$ cat src/rtl/bp_pkg.sv
// Shared branch-prediction types: 2-bit saturating counter, BTB flush states,
// and the counter update function.
package bp_pkg;

  typedef enum logic [1:0] {
    CTR_SNT = 2'b00,
    CTR_WNT = 2'b01,
    CTR_WT  = 2'b10,
    CTR_ST  = 2'b11
  } btb_ctr_t;

  typedef enum logic {
    BTB_IDLE  = 1'b0,
    BTB_CLEAR = 1'b1
  } btb_state_t;

  // Saturating step: never wraps between strongly-taken and strongly-not-taken.
  function automatic btb_ctr_t ctr_next(input btb_ctr_t ctr, input logic taken);
    btb_ctr_t nxt;
    nxt = ctr;
    case (ctr)
      CTR_SNT: nxt = taken ? CTR_WNT : CTR_SNT;
      CTR_WNT: nxt = taken ? CTR_WT  : CTR_SNT;
      CTR_WT:  nxt = taken ? CTR_ST  : CTR_WNT;
      CTR_ST:  nxt = taken ? CTR_ST  : CTR_WT;
      default: nxt = ctr;
    endcase
    return nxt;
  endfunction

endpackage

$ cat src/rtl/btb_flush_fsm.sv
// Walking invalidate sequencer: clears one BTB entry per cycle while busy,
// restarting from entry 0 whenever flush is re-asserted.
module btb_flush_fsm
  import bp_pkg::*;
#(
  parameter int ENTRIES = 16,
  localparam int IDX_W = $clog2(ENTRIES)
) (
  input  logic             clk,
  input  logic             rst,
  input  logic             i_flush,
  output logic             o_busy,
  output logic [IDX_W-1:0] o_clr_idx
);

  btb_state_t       r_state;
  btb_state_t       w_state_nxt;
  logic [IDX_W-1:0] r_clr_idx;
  logic [IDX_W-1:0] w_clr_idx_nxt;

  always_ff @(posedge clk) begin
    if (rst) begin
      r_state   <= BTB_IDLE;
      r_clr_idx <= '0;
    end else begin
      r_state   <= w_state_nxt;
      r_clr_idx <= w_clr_idx_nxt;
    end
  end

  always_comb begin
    w_state_nxt   = r_state;
    w_clr_idx_nxt = r_clr_idx;
    case (r_state)
      BTB_IDLE: begin
        if (i_flush) begin
          w_state_nxt   = BTB_CLEAR;
          w_clr_idx_nxt = '0;
        end
      end
      BTB_CLEAR: begin
        if (i_flush) begin
          w_clr_idx_nxt = '0;
        end else if (r_clr_idx == IDX_W'(ENTRIES - 1)) begin
          w_state_nxt   = BTB_IDLE;
          w_clr_idx_nxt = '0;
        end else begin
          w_clr_idx_nxt = r_clr_idx + 1'b1;
        end
      end
      default: begin
        w_state_nxt   = BTB_IDLE;
        w_clr_idx_nxt = '0;
      end
    endcase
  end

  assign o_busy    = (r_state == BTB_CLEAR);
  assign o_clr_idx = r_clr_idx;

endmodule

$ cat src/rtl/branch_target_buffer.sv
// Direct-mapped branch target buffer with combinational lookup, resolution-time
// update and a walking flush.
module branch_target_buffer
  import bp_pkg::*;
#(
  parameter int ENTRIES = 16,
  localparam int IDX_W = $clog2(ENTRIES)
) (
  input  logic        clk,
  input  logic        rst,
  input  logic [31:0] pc,
  output logic        pred_hit,
  output logic        pred_taken,
  output logic [31:0] pred_target,
  input  logic        upd_valid,
  input  logic [31:0] upd_pc,
  input  logic [31:0] upd_target,
  input  logic        upd_taken,
  input  logic        upd_jump,
  input  logic        flush,
  output logic        busy
);

  localparam int TAG_W = 31 - IDX_W;

  logic [ENTRIES-1:0] r_valid;
  logic [TAG_W-1:0]   r_tag    [ENTRIES];
  logic [31:0]        r_target [ENTRIES];
  btb_ctr_t           r_ctr    [ENTRIES];

  logic [IDX_W-1:0] w_clr_idx;
  logic             w_busy;

  btb_flush_fsm #(.ENTRIES(ENTRIES)) u_flush_fsm (
    .clk       (clk),
    .rst       (rst),
    .i_flush   (flush),
    .o_busy    (w_busy),
    .o_clr_idx (w_clr_idx)
  );

  assign busy = w_busy;

  // Halfword-granular indexing; bit 0 of either PC never matters.
  logic             w_unused;
  logic [IDX_W-1:0] w_idx;
  logic [TAG_W-1:0] w_tag;
  logic             w_hit;

  assign w_unused = &{1'b0, pc[0], upd_pc[0]};
  assign w_idx    = pc[IDX_W:1];
  assign w_tag    = pc[31:IDX_W+1];
  assign w_hit    = r_valid[w_idx] && (r_tag[w_idx] == w_tag);

  assign pred_hit    = w_hit && !w_busy;
  assign pred_taken  = pred_hit && r_ctr[w_idx][1];
  assign pred_target = pred_taken ? r_target[w_idx] : 32'h0;

  logic [IDX_W-1:0] w_uidx;
  logic [TAG_W-1:0] w_utag;
  logic             w_uhit;
  logic             w_eff_taken;
  logic             w_upd_en;

  assign w_uidx      = upd_pc[IDX_W:1];
  assign w_utag      = upd_pc[31:IDX_W+1];
  assign w_uhit      = r_valid[w_uidx] && (r_tag[w_uidx] == w_utag);
  assign w_eff_taken = upd_jump | upd_taken;
  assign w_upd_en    = upd_valid && !w_busy && !flush;

  always_ff @(posedge clk) begin
    if (rst) begin
      r_valid <= '0;
      for (int i = 0; i < ENTRIES; i++) begin
        r_tag[i]    <= '0;
        r_target[i] <= '0;
        r_ctr[i]    <= CTR_SNT;
      end
    end else begin
      if (w_busy) begin
        r_valid[w_clr_idx] <= 1'b0;
      end
      if (w_upd_en) begin
        if (!w_uhit) begin
          // Only taken control flow earns an entry.
          if (w_eff_taken) begin
            r_valid[w_uidx]  <= 1'b1;
            r_tag[w_uidx]    <= w_utag;
            r_target[w_uidx] <= upd_target;
            r_ctr[w_uidx]    <= upd_jump ? CTR_ST : CTR_WT;
          end
        end else if (upd_jump) begin
          r_target[w_uidx] <= upd_target;
          r_ctr[w_uidx]    <= CTR_ST;
        end else begin
          if (upd_taken) begin
            r_target[w_uidx] <= upd_target;
          end
          r_ctr[w_uidx] <= ctr_next(r_ctr[w_uidx], upd_taken);
        end
      end
    end
  end

endmodule

$ cat config.mk
export PLATFORM = sky130hd
export DESIGN_NAME = branch_target_buffer
export DESIGN_NICKNAME = d
export VERILOG_FILES = /design/src/rtl/bp_pkg.sv /design/src/rtl/btb_flush_fsm.sv /design/src/rtl/branch_target_buffer.sv
export SDC_FILE = /design/constraint.sdc
export NUM_CORES = 1
export LEC_CHECK = 0
export BUFFER_PORTS_ARGS = -buffer_cell sky130_fd_sc_hd__buf_2
export CAP_MARGIN = 20
export CORE_MARGIN = 5
export CORE_UTILIZATION = 55
export DETAILED_ROUTE_END_ITERATION = 8
export PLACE_DENSITY = 0.72
export SLEW_MARGIN = 0
export SYNTH_ARGS = -nofsm -noshare
export SYNTH_HDL_FRONTEND = slang
export SYNTH_SLANG_ARGS = --single-unit
$ cat constraint.sdc
create_clock -name clk -period 8.58 [get_ports clk]
set_input_delay 0.858 -clock clk [delete_from_list [all_inputs] [get_ports clk]]
set_output_delay 0.858 -clock clk [all_outputs]
set_load 0.05 [all_outputs]
# Yosys cells after proc, flatten, opt, wreduce, memory -nomap -nowiden
# Memories as Yosys holds them, arrays and structs flattened.
# Cells that the tools add are included.
[op_classes] add_sub_neg=1 order_cmp=5 eq_ne=7 muxes=68 bitwise_logic=9 reduce_logical=14
[ops] cell="$mux W32" count=4
[ops] cell="$mux W16" count=5
[ops] cell="$eq A27 B27 Y1" count=2
[ops] cell="$mux W1" count=36
[ops] cell="$reduce_or A32 Y1" count=1
[ops] cell="$mux W27" count=1
[ops] cell="$reduce_or A27 Y1" count=1
[ops] cell="$mux W4" count=6
[ops] cell="$mux W2" count=9
[ops] cell="$and A16 B16 Y16" count=1
[ops] cell="$not A16 Y16" count=1
[ops] cell="$or A16 B16 Y16" count=1
[ops] cell="$lt A4 B5 Y1 const B" count=3
[ops] cell="$bmux W1 S4" count=2
[ops] cell="$demux W1 S4" count=2
[ops] cell="$ge A4 B1 Y1 const B" count=2
[ops] cell="$logic_and A1 B1 Y1" count=8
[ops] cell="$pmux W2 S4" count=1
[ops] cell="$pmux W4 S2" count=1
[ops] cell="$or A1 B1 Y1" count=5
[ops] cell="$add A4 B1 Y4 const B" count=1
[ops] cell="$eq A2 B2 Y1 const B" count=2
[ops] cell="$eq A4 B4 Y1 const B" count=1
[ops] cell="$eq A2 B1 Y1 const B" count=1
[ops] cell="other kinds (6)" count=7
[totals] register_bits=21 mem_bits_rw=976 in_bits=102 output_inout_bits=35 elab_cells=110 n_memories=3
[mem_list] memory="r_target" words=16 word_bits=32 read_ports=1 rd_clocked_by_memory_dff=0 wr=16 line_no="branch_target_buffer.sv:28" source="logic [31:0] r_target [ENTRIES];"
[mem_list] memory="r_tag" words=16 word_bits=27 read_ports=2 rd_clocked_by_memory_dff=0 wr=16 line_no="branch_target_buffer.sv:27" source="logic [TAG_W-1:0] r_tag [ENTRIES];"
[mem_list] memory="r_ctr" words=16 word_bits=2 read_ports=2 rd_clocked_by_memory_dff=0 wr=16 line_no="branch_target_buffer.sv:29" source="btb_ctr_t r_ctr [ENTRIES];"

# Depth between registers and ports, before layout
[logic_depth] depth_word=12 ltp_mapped=17 depth_no_buf=9

# Cells and area by module
# A second synthesis with hierarchy kept.
[unflattened] hier_cells=3279 hier_area_um2=50166.9
[modules_own_cells] module="branch_target_buffer" instances=1 cells_per_inst=3256 area_each_um2=49926.6 seq_area_each_um2=29628.4
[modules_own_cells] module="btb_flush_fsm" instances=1 cells_per_inst=23 area_each_um2=240.2 seq_area_each_um2=100.1

# Worst setup path after synthesis
# No wires, ideal clock.
[synth_path] path_type="input-to-reg" start="input upd_pc[4]" end="memory r_target[10][0] (enable)" setup_ns=0.466 arrival_ns=5.289 slack_ns=2.825 path_stages=12 path_buffers=9 cell_sequence="buf_2 -> buf_4 -> buf_4 -> buf_6 -> buf_2 -> buf_4 -> buf_2 -> buf_2 -> nor2b_1 -> nand2_1 -> clkbuf_1 -> o21ai_0"
[synth_rtl] item="start: declaration" line_no="branch_target_buffer.sv:16" source="input logic [31:0] upd_pc,"
[synth_rtl] item="end: declaration" line_no="branch_target_buffer.sv:28"

# Worst setup path after layout
[layout_path] start="input pc[1]" end="output pred_target[23]"
[layout_between] elab_chain_cells=6 elab_cells_between_ends=10 cone_classes="eq/ne: 1; mux: 3; reduce/logical: 3; memory: 3"
[layout_rtl] item="start: declaration" line_no="branch_target_buffer.sv:11" source="input logic [31:0] pc,"
[layout_rtl] item="$mem_v2 Z16 W27 or $bmux W1 S4 (tied branches)"
[layout_rtl] item="$eq A27 B27 Y1 or $mux W1 (tied branches)" line_no="branch_target_buffer.sv:53" source="assign w_hit = r_valid[w_idx] && (r_tag[w_idx] == w_tag);"
[layout_rtl] item="$logic_and A1 B1 Y1" line_no="branch_target_buffer.sv:53"
[layout_rtl] item="$logic_and A1 B1 Y1" line_no="branch_target_buffer.sv:55" source="assign pred_hit = w_hit && !w_busy;"
[layout_rtl] item="$logic_and A1 B1 Y1" line_no="branch_target_buffer.sv:56" source="assign pred_taken = pred_hit && r_ctr[w_idx][1];"
[layout_rtl] item="$mux W32 *" line_no="branch_target_buffer.sv:57" source="assign pred_target = pred_taken ? r_target[w_idx] : 32'h0;"
[layout_rtl] item="end: declaration" line_no="branch_target_buffer.sv:14" source="output logic [31:0] pred_target,"
# Mark *: on every way between the ends. The rest lies on a longest branch, timed or not. The select of a mux whose other input is x is not followed.

==> reports/metrics.yaml <==
run_status: "finished, final reports clean"
grt_max_degree: 371
cts_max_level: 3
dp.cells: 4378
synth_seq_cells: 997
hold_viol: 0
async_reset_ff_frac: 0
tightest_slew_ns: 1.23
io-pin-count: 137
drt-initial-drc-count: 4933
postLayoutCellArea_mm2: 0.0558
ys_seq_area_frac: 0.588
drc: 0
yosys.cell_types.count: 68
critical_path.max_fanout: 72
slew_headroom: 0.183
ff2ff_path_depth: 12
avgSynthCellArea_um2: 15.1
power.total_mw: 11.4
setup_violations: 0
worst-setup-path-type: "in2out"
synth.net_count: 3456
end_kind: "output port"
layout_common_cells: "edfxtp_1 (976), and3_1 (482), and2_1 (387), mux4_2 (372), buf_2 (127)"
critical_path.max_stage_delay_ns: 0.84
drv_cap: 0
p_leak_nw: 21.3
clock_path_buffers: 3
fin_util: 0.611
path_clk_slew_ns: 0.06
required_ns: 7.72
vias: 32676
setup_tns_ns: 0
whs_ns: 0.515
numCtsBuffers: 104
core_mm2: 0.0914
drv_slew: 0
drive_above_1_share: 0.258
die_x_um: 313
whs_path_depth: 2
cts-hold-fix-buffers: 0
timing.final.crit_share: 0.750
grt_antenna_before_repair: 17
die-area_mm2: 0.0980
dieHeight_um: 313
dr_wl_met3_mm: 19.6
area.growth.synth_to_final_pct: 10.4
synth_edf_count: 976
top_layer: "met5"
ir_worst_vdd_uv: 201
place_ws_ns: 2.05
drt_wl_total_mm: 154
grt_pass1_wl_mm: 222
nets: 3407
fin_ws_ns: 2.15
portBuffers: 134
ant_nets: 0
dp_hpwl_mm: 84.8
routedWlPerCell_um: 33.5
clock_sinks: 997
synthCells: 3350
crit_chain: "buf_8 > mux4_2 > mux4_2 > xor2_1 > nor4_1 > nand4_1 > nor4_4 > buf_4 > and3_1 > buf_2"
mostFrequentLayoutCell: "edfxtp_1"
viasPerCell: 7.12
ys_warn_count: 0
initial_core_util: 0.553
route.met2.wl_mm: 72.4
dpl-instance-area_mm2: 0.0522
gp_congestion: 0.913
critPathArrivalTime_ns: 5.57
clkLatencyLatePin_ns: 0.72
met1Wirelength_mm: 54.6
ctsResizeCount: 0
powerDensity_mw_per_mm2: 204
synthesis.area_mm2: 0.0505
grt_pass1_vias: 32814
fin_worst_skew_ns: 0.0615
synthFlopType: "edfxtp_1"
postCtsSetupBuffers: 0
cpMaxStageDelayCell: "nor4_1"
fmax_ghz: 0.155
final.fill_count: 6630
hp-class: "reg2reg"
period_needed_ns: 6.43
start_kind: "input port"
grtUsageTotal: 0.309
cts_tree: "built"
fin_cells: 4588
grt_overflow: 0
crit_top_cell: "mux4_2"
dr.pass1.iters: 6
std_cell_rows: 111
clockRootBuffer: "clkbuf_16"
rsz0062_at_grt: "false"
==> flip-flops by register name (all words and copies together) (netlist names) <==
signal and flops:
r_tag 432, r_valid 16, u_flush_fsm.o_busy 1, r_ctr 32, u_flush_fsm.o_clr_idx 4, r_target 512
==> metal layers <==
metal	GRT usage	up-vias
li1	-	13108
met1	0.417	16688
met2	0.486	2424
met3	0.0774	448
met4	0.128	8
met5	0.00593	-
==> worst paths after layout <==
path / start / endpoint / slack (ns)
setup / recovery: pc[1] / pred_target[23] / 2.15
hold / removal: r_valid[2]$_SDFF_PP0_ / r_valid[2]$_SDFF_PP0_ / 0.52
hold reg to reg: r_valid[2]$_SDFF_PP0_ / r_valid[2]$_SDFF_PP0_ / 0.52
setup reg to reg: r_tag[8][16]$_SDFFCE_PN0P_ / r_tag[0][19]$_SDFFCE_PN0P_ / 3.43
==> synthesized netlist by cell type, types with 17 or more instances <==
cell type | number | area share
xor2_1 | 25 | 0.0043
buf_4 | 24 | 0.0036
mux2i_1 | 124 | 0.025
and3_1 | 482 | 0.060
dfxtp_1 | 21 | 0.0083
buf_2 | 49 | 0.0049
xnor2_1 | 36 | 0.0062
mux4_2 | 372 | 0.17
edfxtp_1 | 976 | 0.58
nor2_1 | 35 | 0.0026
nor4_1 | 120 | 0.015
mux2_2 | 23 | 0.0051
o21ai_0 | 21 | 0.0021
nand2b_1 | 20 | 0.0025
nor2b_1 | 17 | 0.0021
nand2_1 | 41 | 0.0030
and2_1 | 387 | 0.048
clkbuf_1 | 288 | 0.021
nor3_1 | 33 | 0.0033
==> cell type report <==
type | instances | area [um2] | area share
Multi-Input combinational cell | 1945 | 19400 | 0.347
Clock inverter | 69 | 876 | 0.0157
Antenna cell | 15 | 37.5 | 0.000673
Tap cell | 1186 | 1480 | 0.0266
Timing Repair Buffer | 235 | 1570 | 0.0281
Sequential cell | 997 | 29700 | 0.533
Clock buffer | 123 | 2670 | 0.0479
Inverter | 18 | 67.6 | 0.00121
==> worst max-delay path: cells and delay by family <==
family,cells,cell delay (ns)
buf+inv,3,1.36
xor+xnor,1,0.23
simple gates,4,1.80
mux,2,1.11
==> report_power, final <==
| part | internal [mW] | switching (mW) |
|---|---|---|
| clock | 2.73 | 1.97 |
| sequential | 5.53 | 0.0796 |
| combinational | 0.414 | 0.676 |
==> cells by family after synthesis <==
logic type               share of synthesized area
flip-flops                                   0.588
AO/OA/AOI/OAI                               0.0233
buffers and inverters                       0.0358
XOR/XNOR                                    0.0106
multiplexers                                 0.195
adder cells (fa/ha/maj)                    0.00119
AND/OR/NAND/NOR                              0.145
No activity file was read; power rests on OpenSTA's default activity.
